`config.mk`:
```
export PLATFORM = sky130hd
export DESIGN_NAME = grant_ack_source
export DESIGN_NICKNAME = d
export VERILOG_FILES = /design/src/rtl/grant_ack_pkg.sv /design/src/rtl/grant_ack_fifo.sv /design/src/rtl/grant_ack_source.sv
export SDC_FILE = /design/constraint.sdc
export NUM_CORES = 1
export LEC_CHECK = 0
export ABC_AREA = 1
export CORE_UTILIZATION = 45
export DETAILED_ROUTE_END_ITERATION = 8
export PLACE_DENSITY_LB_ADDON = 0.05
export SLEW_MARGIN = 40
export SYNTH_ARGS = -nofsm -noshare
export SYNTH_HDL_FRONTEND = slang
export SYNTH_SLANG_ARGS = --single-unit
```
`constraint.sdc`:
```
create_clock -name clock -period 1.7 [get_ports clock]
set_input_delay 0.255 -clock clock [delete_from_list [all_inputs] [get_ports clock]]
set_output_delay 0.255 -clock clock [all_outputs]
set_load 0.1 [all_outputs]
```
`src/rtl/grant_ack_pkg.sv`:
```
// Shared TileLink D-channel opcode constants and decode helper for the GrantAck source.
// Latency: n/a (constants and a pure combinational function).
// Backpressure: n/a.
package grant_ack_pkg;

    localparam logic [2:0] TL_ACCESS_ACK      = 3'd0;
    localparam logic [2:0] TL_ACCESS_ACK_DATA = 3'd1;
    localparam logic [2:0] TL_GRANT           = 3'd4;
    localparam logic [2:0] TL_GRANT_DATA      = 3'd5;
    localparam logic [2:0] TL_RELEASE_ACK     = 3'd6;

    // Only Grant and GrantData transfer permissions and so need a GrantAck.
    function automatic logic is_grant(input logic [2:0] opcode);
        return (opcode == TL_GRANT) || (opcode == TL_GRANT_DATA);
    endfunction

endpackage

```
`src/rtl/grant_ack_fifo.sv`:
```
// Pending GrantAck queue: sink-id storage, wrapping pointers, occupancy count, sticky overflow.
// Latency: a push is visible at the head one cycle later.
// Backpressure: push with a full queue and no pop is dropped and sets overflow; push+pop when full reuses the freed slot.
//
// Ports:
//   clock, reset     clock and asynchronous active-low reset
//   push, push_dat   write request and sink id
//   pop              advance the head (ignored when empty)
//   count            occupancy 0..DEPTH
//   head_dat         entry at the read pointer
//   overflow         sticky drop indicator
module grant_ack_fifo #(
    parameter int DEPTH  = 4,   // power of two, >= 2
    parameter int SINK_W = 3
) (
    input  logic                       clock,
    input  logic                       reset,
    input  logic                       push,
    input  logic [SINK_W-1:0]          push_dat,
    input  logic                       pop,
    output logic [$clog2(DEPTH+1)-1:0] count,
    output logic [SINK_W-1:0]          head_dat,
    output logic                       overflow
);

    localparam int PTR_W = $clog2(DEPTH);
    localparam int CNT_W = $clog2(DEPTH + 1);

    logic [SINK_W-1:0] mem [DEPTH];
    logic [PTR_W-1:0]  wr_ptr;
    logic [PTR_W-1:0]  rd_ptr;
    logic              full;
    logic              empty;
    logic              do_push;
    logic              do_pop;

    assign full  = (count == CNT_W'(DEPTH));
    assign empty = (count == '0);

    // A pop frees a slot in the same cycle, so a full queue still accepts
    // a push that coincides with a pop.
    assign do_pop  = pop & ~empty;
    assign do_push = push & (~full | do_pop);

    assign head_dat = mem[rd_ptr];

    // Storage is reset so the head reads zero out of reset.
    always_ff @(posedge clock or negedge reset) begin
        if (!reset) begin
            for (int i = 0; i < DEPTH; i++) begin
                mem[i] <= '0;
            end
        end else if (do_push) begin
            mem[wr_ptr] <= push_dat;
        end
    end

    // Pointer arithmetic wraps naturally because DEPTH is a power of two.
    always_ff @(posedge clock or negedge reset) begin
        if (!reset) begin
            wr_ptr <= '0;
            rd_ptr <= '0;
        end else begin
            if (do_push) begin
                wr_ptr <= wr_ptr + PTR_W'(1);
            end
            if (do_pop) begin
                rd_ptr <= rd_ptr + PTR_W'(1);
            end
        end
    end

    always_ff @(posedge clock or negedge reset) begin
        if (!reset) begin
            count <= '0;
        end else begin
            case ({do_push, do_pop})
                2'b10:   count <= count + CNT_W'(1);
                2'b01:   count <= count - CNT_W'(1);
                default: count <= count;
            endcase
        end
    end

    always_ff @(posedge clock or negedge reset) begin
        if (!reset) begin
            overflow <= 1'b0;
        end else if (push & full & ~do_pop) begin
            overflow <= 1'b1;
        end
    end

endmodule

```
`src/rtl/grant_ack_source.sv`:
```
// TileLink E-channel GrantAck source: one GrantAck per completed Grant/GrantData on the D-channel response strobe.
// Latency: 1 cycle from last beat to io_e_valid (0 when GRANT_ACK_SOURCE_BYPASS_EN is defined and the queue is empty).
// Backpressure: io_e valid/ready; io_room throttles the D sink with a one-slot margin; acks beyond DEPTH are dropped and flagged.
//
// Optional feature macro: GRANT_ACK_SOURCE_BYPASS_EN (same-cycle ack when the queue is empty).
// Ports:
//   clock, reset                 clock and asynchronous active-low reset
//   io_resp_*                    D-channel response strobe (no ready; always taken)
//   io_e_valid/ready/bits_sink   E-channel GrantAck
//   io_room                      queue can absorb another message
//   io_count                     queue occupancy
//   io_overflow                  sticky: a GrantAck was dropped
module grant_ack_source
    import grant_ack_pkg::*;
#(
    parameter int DEPTH  = 4,
    parameter int SINK_W = 3
) (
    input  logic                       clock,
    input  logic                       reset,
    input  logic                       io_resp_valid,
    input  logic                       io_resp_bits_last,
    input  logic [2:0]                 io_resp_bits_opcode,
    input  logic [SINK_W-1:0]          io_resp_bits_sink,
    input  logic                       io_resp_bits_denied,
    input  logic                       io_e_ready,
    output logic                       io_e_valid,
    output logic [SINK_W-1:0]          io_e_bits_sink,
    output logic                       io_room,
    output logic [$clog2(DEPTH+1)-1:0] io_count,
    output logic                       io_overflow
);

    localparam int CNT_W = $clog2(DEPTH + 1);

    logic              acc;
    logic              q_push;
    logic              q_pop;
    logic [CNT_W-1:0]  q_count;
    logic [SINK_W-1:0] q_head;
    logic              q_empty;

    // A denied Grant still needs its GrantAck, so the flag plays no part here.
    logic unused_denied;
    assign unused_denied = io_resp_bits_denied;

    // Acknowledge once per message, on its final beat.
    assign acc     = io_resp_valid & io_resp_bits_last & is_grant(io_resp_bits_opcode);
    assign q_empty = (q_count == '0);

`ifdef GRANT_ACK_SOURCE_BYPASS_EN
    // Empty queue: present the incoming sink directly. If the E channel takes
    // it now nothing is stored; otherwise it is queued and re-presented from
    // the head next cycle with the same sink, keeping valid/data stable.
    assign io_e_valid     = ~q_empty | acc;
    assign io_e_bits_sink = q_empty ? io_resp_bits_sink : q_head;
    assign q_push         = acc & ~(q_empty & io_e_ready);
`else
    assign io_e_valid     = ~q_empty;
    assign io_e_bits_sink = q_head;
    assign q_push         = acc;
`endif

    // The queue ignores pop when empty, so ready alone is enough here.
    assign q_pop = io_e_ready;

    grant_ack_fifo #(
        .DEPTH  (DEPTH),
        .SINK_W (SINK_W)
    ) u_fifo (
        .clock    (clock),
        .reset    (reset),
        .push     (q_push),
        .push_dat (io_resp_bits_sink),
        .pop      (q_pop),
        .count    (q_count),
        .head_dat (q_head),
        .overflow (io_overflow)
    );

    // One slot of margin: a message can complete in the same cycle room falls.
    assign io_room  = (q_count < CNT_W'(DEPTH - 1));
    assign io_count = q_count;

endmodule

```
==> results of run 1 <==
[metrics by stage]
step	cells	TNS, ps	cell area (um2)
5_1_grt	191	-380	1640
3_5_place_dp	181	-491	1560
2_1_floorplan	125	-797	1170
3_3_place_gp	181	-410	1560
6_report	191	-189	1640
4_1_cts	188	-224	1610
[per-layer routing]
layer,vias to the layer above,share of wire,track usage
met5,-,0,0
met4,0,0.019,0.102
met3,7,0.022,0.0333
met2,17,0.53,0.389
met1,461,0.43,0.254
li1,491,-,-
[cell families (layout without fill, tap and decap cells)]
kind of cell    after synthesis  after routing  synth area share
compound gates               12             12            0.0598
xor+xnor                      3              3            0.0246
fa+ha+maj                     6              6            0.0774
buf+inv                      16             54            0.0657
flops                        20             20             0.469
simple gates                 68             68             0.304
[worst max-delay path by stage]
stage                     slack (ps)  cells past startpoint         startpoint               to
after CTS                       -110                     12    u_fifo.count[1]  u_fifo.count[2]
after global placement          -210                     11      io_resp_valid  u_fifo.count[2]
final                           -100                     12    u_fifo.count[1]  u_fifo.count[2]
after floorplan                 -350                      9    u_fifo.count[0]  u_fifo.count[2]
after global routing            -170                     12    u_fifo.count[1]  u_fifo.count[2]
after detailed placement        -260                     11  io_resp_bits_last  u_fifo.count[2]
[flip-flops by register name, indices dropped and copies added, names as in the netlist]
register / count
u_fifo.mem: 12
u_fifo.rd_ptr: 2
u_fifo.wr_ptr: 2
u_fifo.overflow: 1
u_fifo.count: 3
[layout make-up]
type                            instances  area [um2]
Fill cell                             178         592
Inverter                               13        56.3
Tap cell                               28        35.0
Multi-Input combinational cell         89         586
Sequential cell                        20         513
Clock buffer                            4        26.3
Timing Repair Buffer                   37         425
[worst max-delay path, cell delays in order (launching register included)]
cell and delay [ps]:
dfrtp_4 510, nor2_4 170, buf_12 130, nand2_8 50
nand2_4 80, inv_4 40, ha_4 160, inv_4 50
fa_2 180, inv_1 40, nand2_1 50, nand3b_1 90
xor2_1 150
[cell usage in the layout, fill, tap and decap left out, types with 2 or more instances in the layout]
cell and n:
clkbuf_4 3, inv_1 9, buf_4 18, o22ai_4 3
inv_4 3, dfrtp_4 3, nand4_1 13, nand3_1 7
buf_12 10, nor2_1 7, nand2_1 35, xor2_1 2
dfrtp_1 16, o21ai_1 6, nand2_4 2, o21ai_0 2
ha_1 4, clkdlybuf4s50_1 9
[what timing repair did]
action	CTS	global route
gates cloned	0	0
gates resized for setup	5	4
endpoints found under the setup margin	6	6
pin swaps	2	1
buffers inserted	3	3
==> flow_summary_export.csv, run 1 <==
group,metric,value,unit
worst_setup_path,worst_r2r_path_depth,12,
timing,min_period,1800,ps
routing,vias_per_cell,5.11,
clock_tree,ctsHtreeMaxLevel,1,
worst_setup_path,regToRegStartpoint,"u_fifo.count[1]",
routing,via_count,976,
finish,drive_gt1_frac,0.307,
clock_tree,cts_tree,"built",
finish,area_delta_synth_final,53.8,%
finish,nNetsFinal,182,
clock_tree,cts-root-buf,"clkbuf_4",
logic_synthesis,yosys-top-cells-count,"nand2_1, dfrtp_1, inv_1, nand4_1, o21ai_0",
timing,maxSlewHeadroom,0.787,
timing,finClkSkew,5.75,ps
clock_tree,numCtsBuffers,3,
logic_synthesis,dominantRegCellSynth,"dfrtp_1",
grt,grt-ovfl-total,0,
clock_tree,clk_path_buf_depth,2,
worst_setup_path,cp-start-kind,"flop",
logic_synthesis,ys.warnings.count,0,
routing,drt-total-wl,2430,um
logic_synthesis,synth_edf_count,0,
worst_setup_path,cp.arrival,2000,ps
timing,worst_slack,-98.1,ps
worst_setup_path,path_class,"flop to flop",
clock_tree,clkTransAtPathRegs,110,ps
clock_tree,cts_sinks,20,
finish,final_util,0.735,
worst_setup_path,end_kind,"flop",
floorplanning,num_rows,17,
floorplanning,pin_count,21,
timing,setup_viol,3,
routing,drc,0,
logic_synthesis,synth_seq_cells,20,
routing,ant_nets,0,
worst_setup_path,crit_required,1900,ps
floorplanning,die_h,50.7,um
clock_tree,clk_latency,300,ps
outcome,status,"finished, violations left",
placed_design,hpwl,1900,um
logic_synthesis,synthesis.area,0.00107,mm2
routing,firstDrtPassIters,4,
worst_setup_path,cp_max_fo,2,
logic_synthesis,synth.distinct_cells,19,
timing,report.final.slew_viol_count,0,
logic_synthesis,syn_nets,143,
grt,first_global_vias,968,
logic_synthesis,avgSynthCellArea,8.54,um2
logic_synthesis,syn_inst,125,
timing,max_freq,0.556,GHz
routing,dr.first_iter.drc_count,14,
hold_path,hp-class,"input port to asynchronous set/reset pin",
finish,antenna_cells,0,
logic_synthesis,synth_area_leaders,"dfrtp_1, nand2_1, nand4_1, ha_1, inv_1",
timing,hold_ws,284,ps
run,drv_cap,0,
logic_synthesis,synth-seq-area-share,0.469,
timing,worst_pin_slew,317,ps
floorplanning,dieWidth,50.7,um
floorplanning,core,0.00223,mm2
outcome,violations,"negative setup slack",
placed_design,gp_congestion,0.723,
grt,grt_usage,0.218,
placed_design,place_ws,-260,ps
timing,hold_viol,0,
grt,grt_start_max_net_pins,21,
routing,wl_per_cell,12.7,um
floorplanning,die_area,0.00257,mm2
clock_tree,hold_buffers,0,
grt,grt_pass1_wl,4080,um
worst_setup_path,r2r_slack,-100,ps
logic_synthesis,yosysMostFrequentCell,"nand2_1",
logic_synthesis,async_reset_ff_frac,1.00,
worst_setup_path,reg2reg_to,"u_fifo.count[2]",
floorplanning,start_util,0.478,
placed_design,numPortBuffers,18,
grt,antenna_found_initial,0,
logic_synthesis,synth_top_cell_by_area,"dfrtp_1",
timing,grt_setup_unrepaired,"true",
timing,period_share,1.06,
logic_synthesis,yosysTopAreaCellShare,0.469,
Power of run 1 is not shown: default switching activity piles up to over one toggle a cycle in this logic, so the estimate is an artifact.
==> inputs of run 2 (changes only) <==
Settings changed: CORE_UTILIZATION 45 to 54, DONT_BUFFER_PORTS set to 1, PLACE_DENSITY set to 0.73, PLACE_DENSITY_LB_ADDON 0.05 to not set, SLEW_MARGIN 40 to 10.
==> run 2 against run 1 <==
  * The flow still finishes with violations (negative setup slack)
  * Clock skew grew 4.9 ps
  * Setup slack worse by 23 ps
  * First-iteration DRC count grew 130%
  * Global-route usage up 3.3 points
  * Cell count fell by 9.9%
  * Die area is 16% lower
  * Non-clock buffer count is 16 lower
  * Wire length up 4.2%
  * Utilization grew 9.4 points
  * Via count down 3.2%
  * Count of clock-buffer cells in the layout unchanged
  * Sequential cell count unchanged
  * Highest routed layer unchanged
==> flow_summary_export.csv, run 2 (same netlist as run 1, synthesis figures left out) <==
group,metric,value,unit
outcome,status,"finished, violations left",
outcome,violations,"negative setup slack",
timing,min_period,1820,ps
grt,grt-ovfl-total,0,
worst_setup_path,r2r_slack,-120,ps
timing,max_freq,0.549,GHz
worst_setup_path,path_class,"flop to flop",
grt,antenna_found_initial,0,
hold_path,hp-class,"input port to flop",
grt,grt_usage,0.251,
worst_setup_path,cp.arrival,2010,ps
routing,dr.first_iter.drc_count,32,
clock_tree,numCtsBuffers,3,
clock_tree,clk_latency,290,ps
grt,first_global_vias,850,
clock_tree,clk_path_buf_depth,2,
floorplanning,start_util,0.599,
clock_tree,ctsHtreeMaxLevel,1,
finish,area_delta_synth_final,38.5,%
floorplanning,num_rows,15,
routing,wl_per_cell,14.7,um
clock_tree,clkTransAtPathRegs,110,ps
clock_tree,cts-root-buf,"clkbuf_4",
timing,setup_viol,3,
finish,layout_common_cells,"nand2_1, dfrtp_1, nand4_1, buf_4, inv_1",
finish,largest_register_ffs,12,
clock_tree,cts_sinks,20,
finish,antenna_cells,0,
worst_setup_path,path_buf_inv,4,
worst_setup_path,worst_r2r_path_depth,12,
timing,maxSlewHeadroom,0.407,
floorplanning,pin_count,21,
timing,hold_viol,0,
grt,grt_pass1_wl,3750,um
hold_path,worstHoldEndpoint,"u_fifo.mem[1]",
timing,worst_slack,-121,ps
floorplanning,dieWidth,46.5,um
finish,nNetsFinal,166,
worst_setup_path,regToRegStartpoint,"u_fifo.count[1]",
worst_setup_path,slowest_stage,"dfrtp_4",
hold_path,holdPathStages,2,
finish,final_common_cell,"nand2_1",
worst_setup_path,worstPathCellList,"nor2_4, buf_12, nand2_8, nand2_4, inv_4, ha_4, inv_2, fa_2, inv_1, nand2_1, nand3b_1, xor2_1",
placed_design,dp.cells,162,
routing,ant_nets,0,
timing,report.final.slew_viol_count,0,
timing,hold_ws,99.8,ps
worst_setup_path,cp_max_fo,2,
timing,grt_setup_unrepaired,"true",
worst_setup_path,crit_cells,12,
timing,worst_pin_slew,887,ps
routing,via_count,945,
finish,top_register,"u_fifo.mem",
floorplanning,die_h,46.5,um
finish,drive_gt1_frac,0.327,
worst_setup_path,end_kind,"flop",
placed_design,gp_congestion,0.819,
routing,drc,0,
worst_setup_path,crit_required,1890,ps
hold_path,hp-start,"io_resp_bits_sink[1]",
finish,stdcell_count,172,
floorplanning,die_area,0.00216,mm2
timing,period_share,1.07,
grt,grt_start_max_net_pins,21,
routing,drt-total-wl,2530,um
worst_setup_path,reg2reg_to,"u_fifo.count[2]",
placed_design,numPortBuffers,0,
floorplanning,core,0.00178,mm2
finish,n_fill_cell,110,
worst_setup_path,cp-start-kind,"flop",
worst_setup_path,cp_top_family,"flip-flops",
worst_setup_path,cp_slowest_stage_delay,500,ps
clock_tree,cts_tree,"built",
run,drv_cap,0,
finish,final_util,0.829,
routing,vias_per_cell,5.49,
timing,finClkSkew,10.6,ps
placed_design,hpwl,1720,um
routing,firstDrtPassIters,4,
finish,top_regs,"u_fifo.mem (12), u_fifo.count (3)",
-- run 2: cell types whose count changed in the layout (fill, tap and decap cells not counted), sizes merged --
cell / previous run / this run
clkdlybuf4s50: 9 / 0
buf: 28 / 20
inv: 13 / 12
clkinv: 0 / 1
dlygate4sd3: 0 / 1
-- run 2: how the worst max path moves through the flow --
stage / start / endpoint / slack [ps]
4_1_cts: u_fifo.count[1] / u_fifo.count[2] / -100
3_3_place_gp: u_fifo.count[0] / u_fifo.count[2] / -40
5_1_grt: u_fifo.count[1] / u_fifo.count[2] / -180
6_report: u_fifo.count[1] / u_fifo.count[2] / -120
3_5_place_dp: u_fifo.count[0] / u_fifo.count[2] / -80
2_1_floorplan: u_fifo.count[0] / u_fifo.count[2] / -350
-- run 2: what timing repair did --
action	4_1_cts	5_1_grt
endpoints found under the setup margin	6	6
endpoints found under the hold margin	20	0
resized for setup	5	16
hold buffers	1	0
pin swaps	1	1
buffers inserted	2	3
-- run 2: area by class of cell --
cell class              instances  area, um2  share of cell area
clock buffers                   4       26.3              0.0178
repair buffers                 21        239               0.162
inverters                      13       56.3              0.0381
multi-input cells              89        612               0.414
flip-flops and latches         20        513               0.347
well taps                      25       31.3              0.0212
-- run 2: per-stage QoR --
step	instance area [um2]	worst slack, ps	setup TNS, ps
floorplan	1170	-345	-797
global placement	1360	-42.9	-81.2
detailed placement	1360	-82.2	-145
CTS	1410	-96.2	-205
global route	1480	-181	-519
finish	1480	-121	-239
-- run 2: layer usage --
metal / global-route usage / routed length (um)
met1: 0.334 / 1040
met2: 0.411 / 1340
met3: 0.0392 / 106
met4: 0.0882 / 46
met5: 0 / 0
Power of run 2 is left out for the same reason.
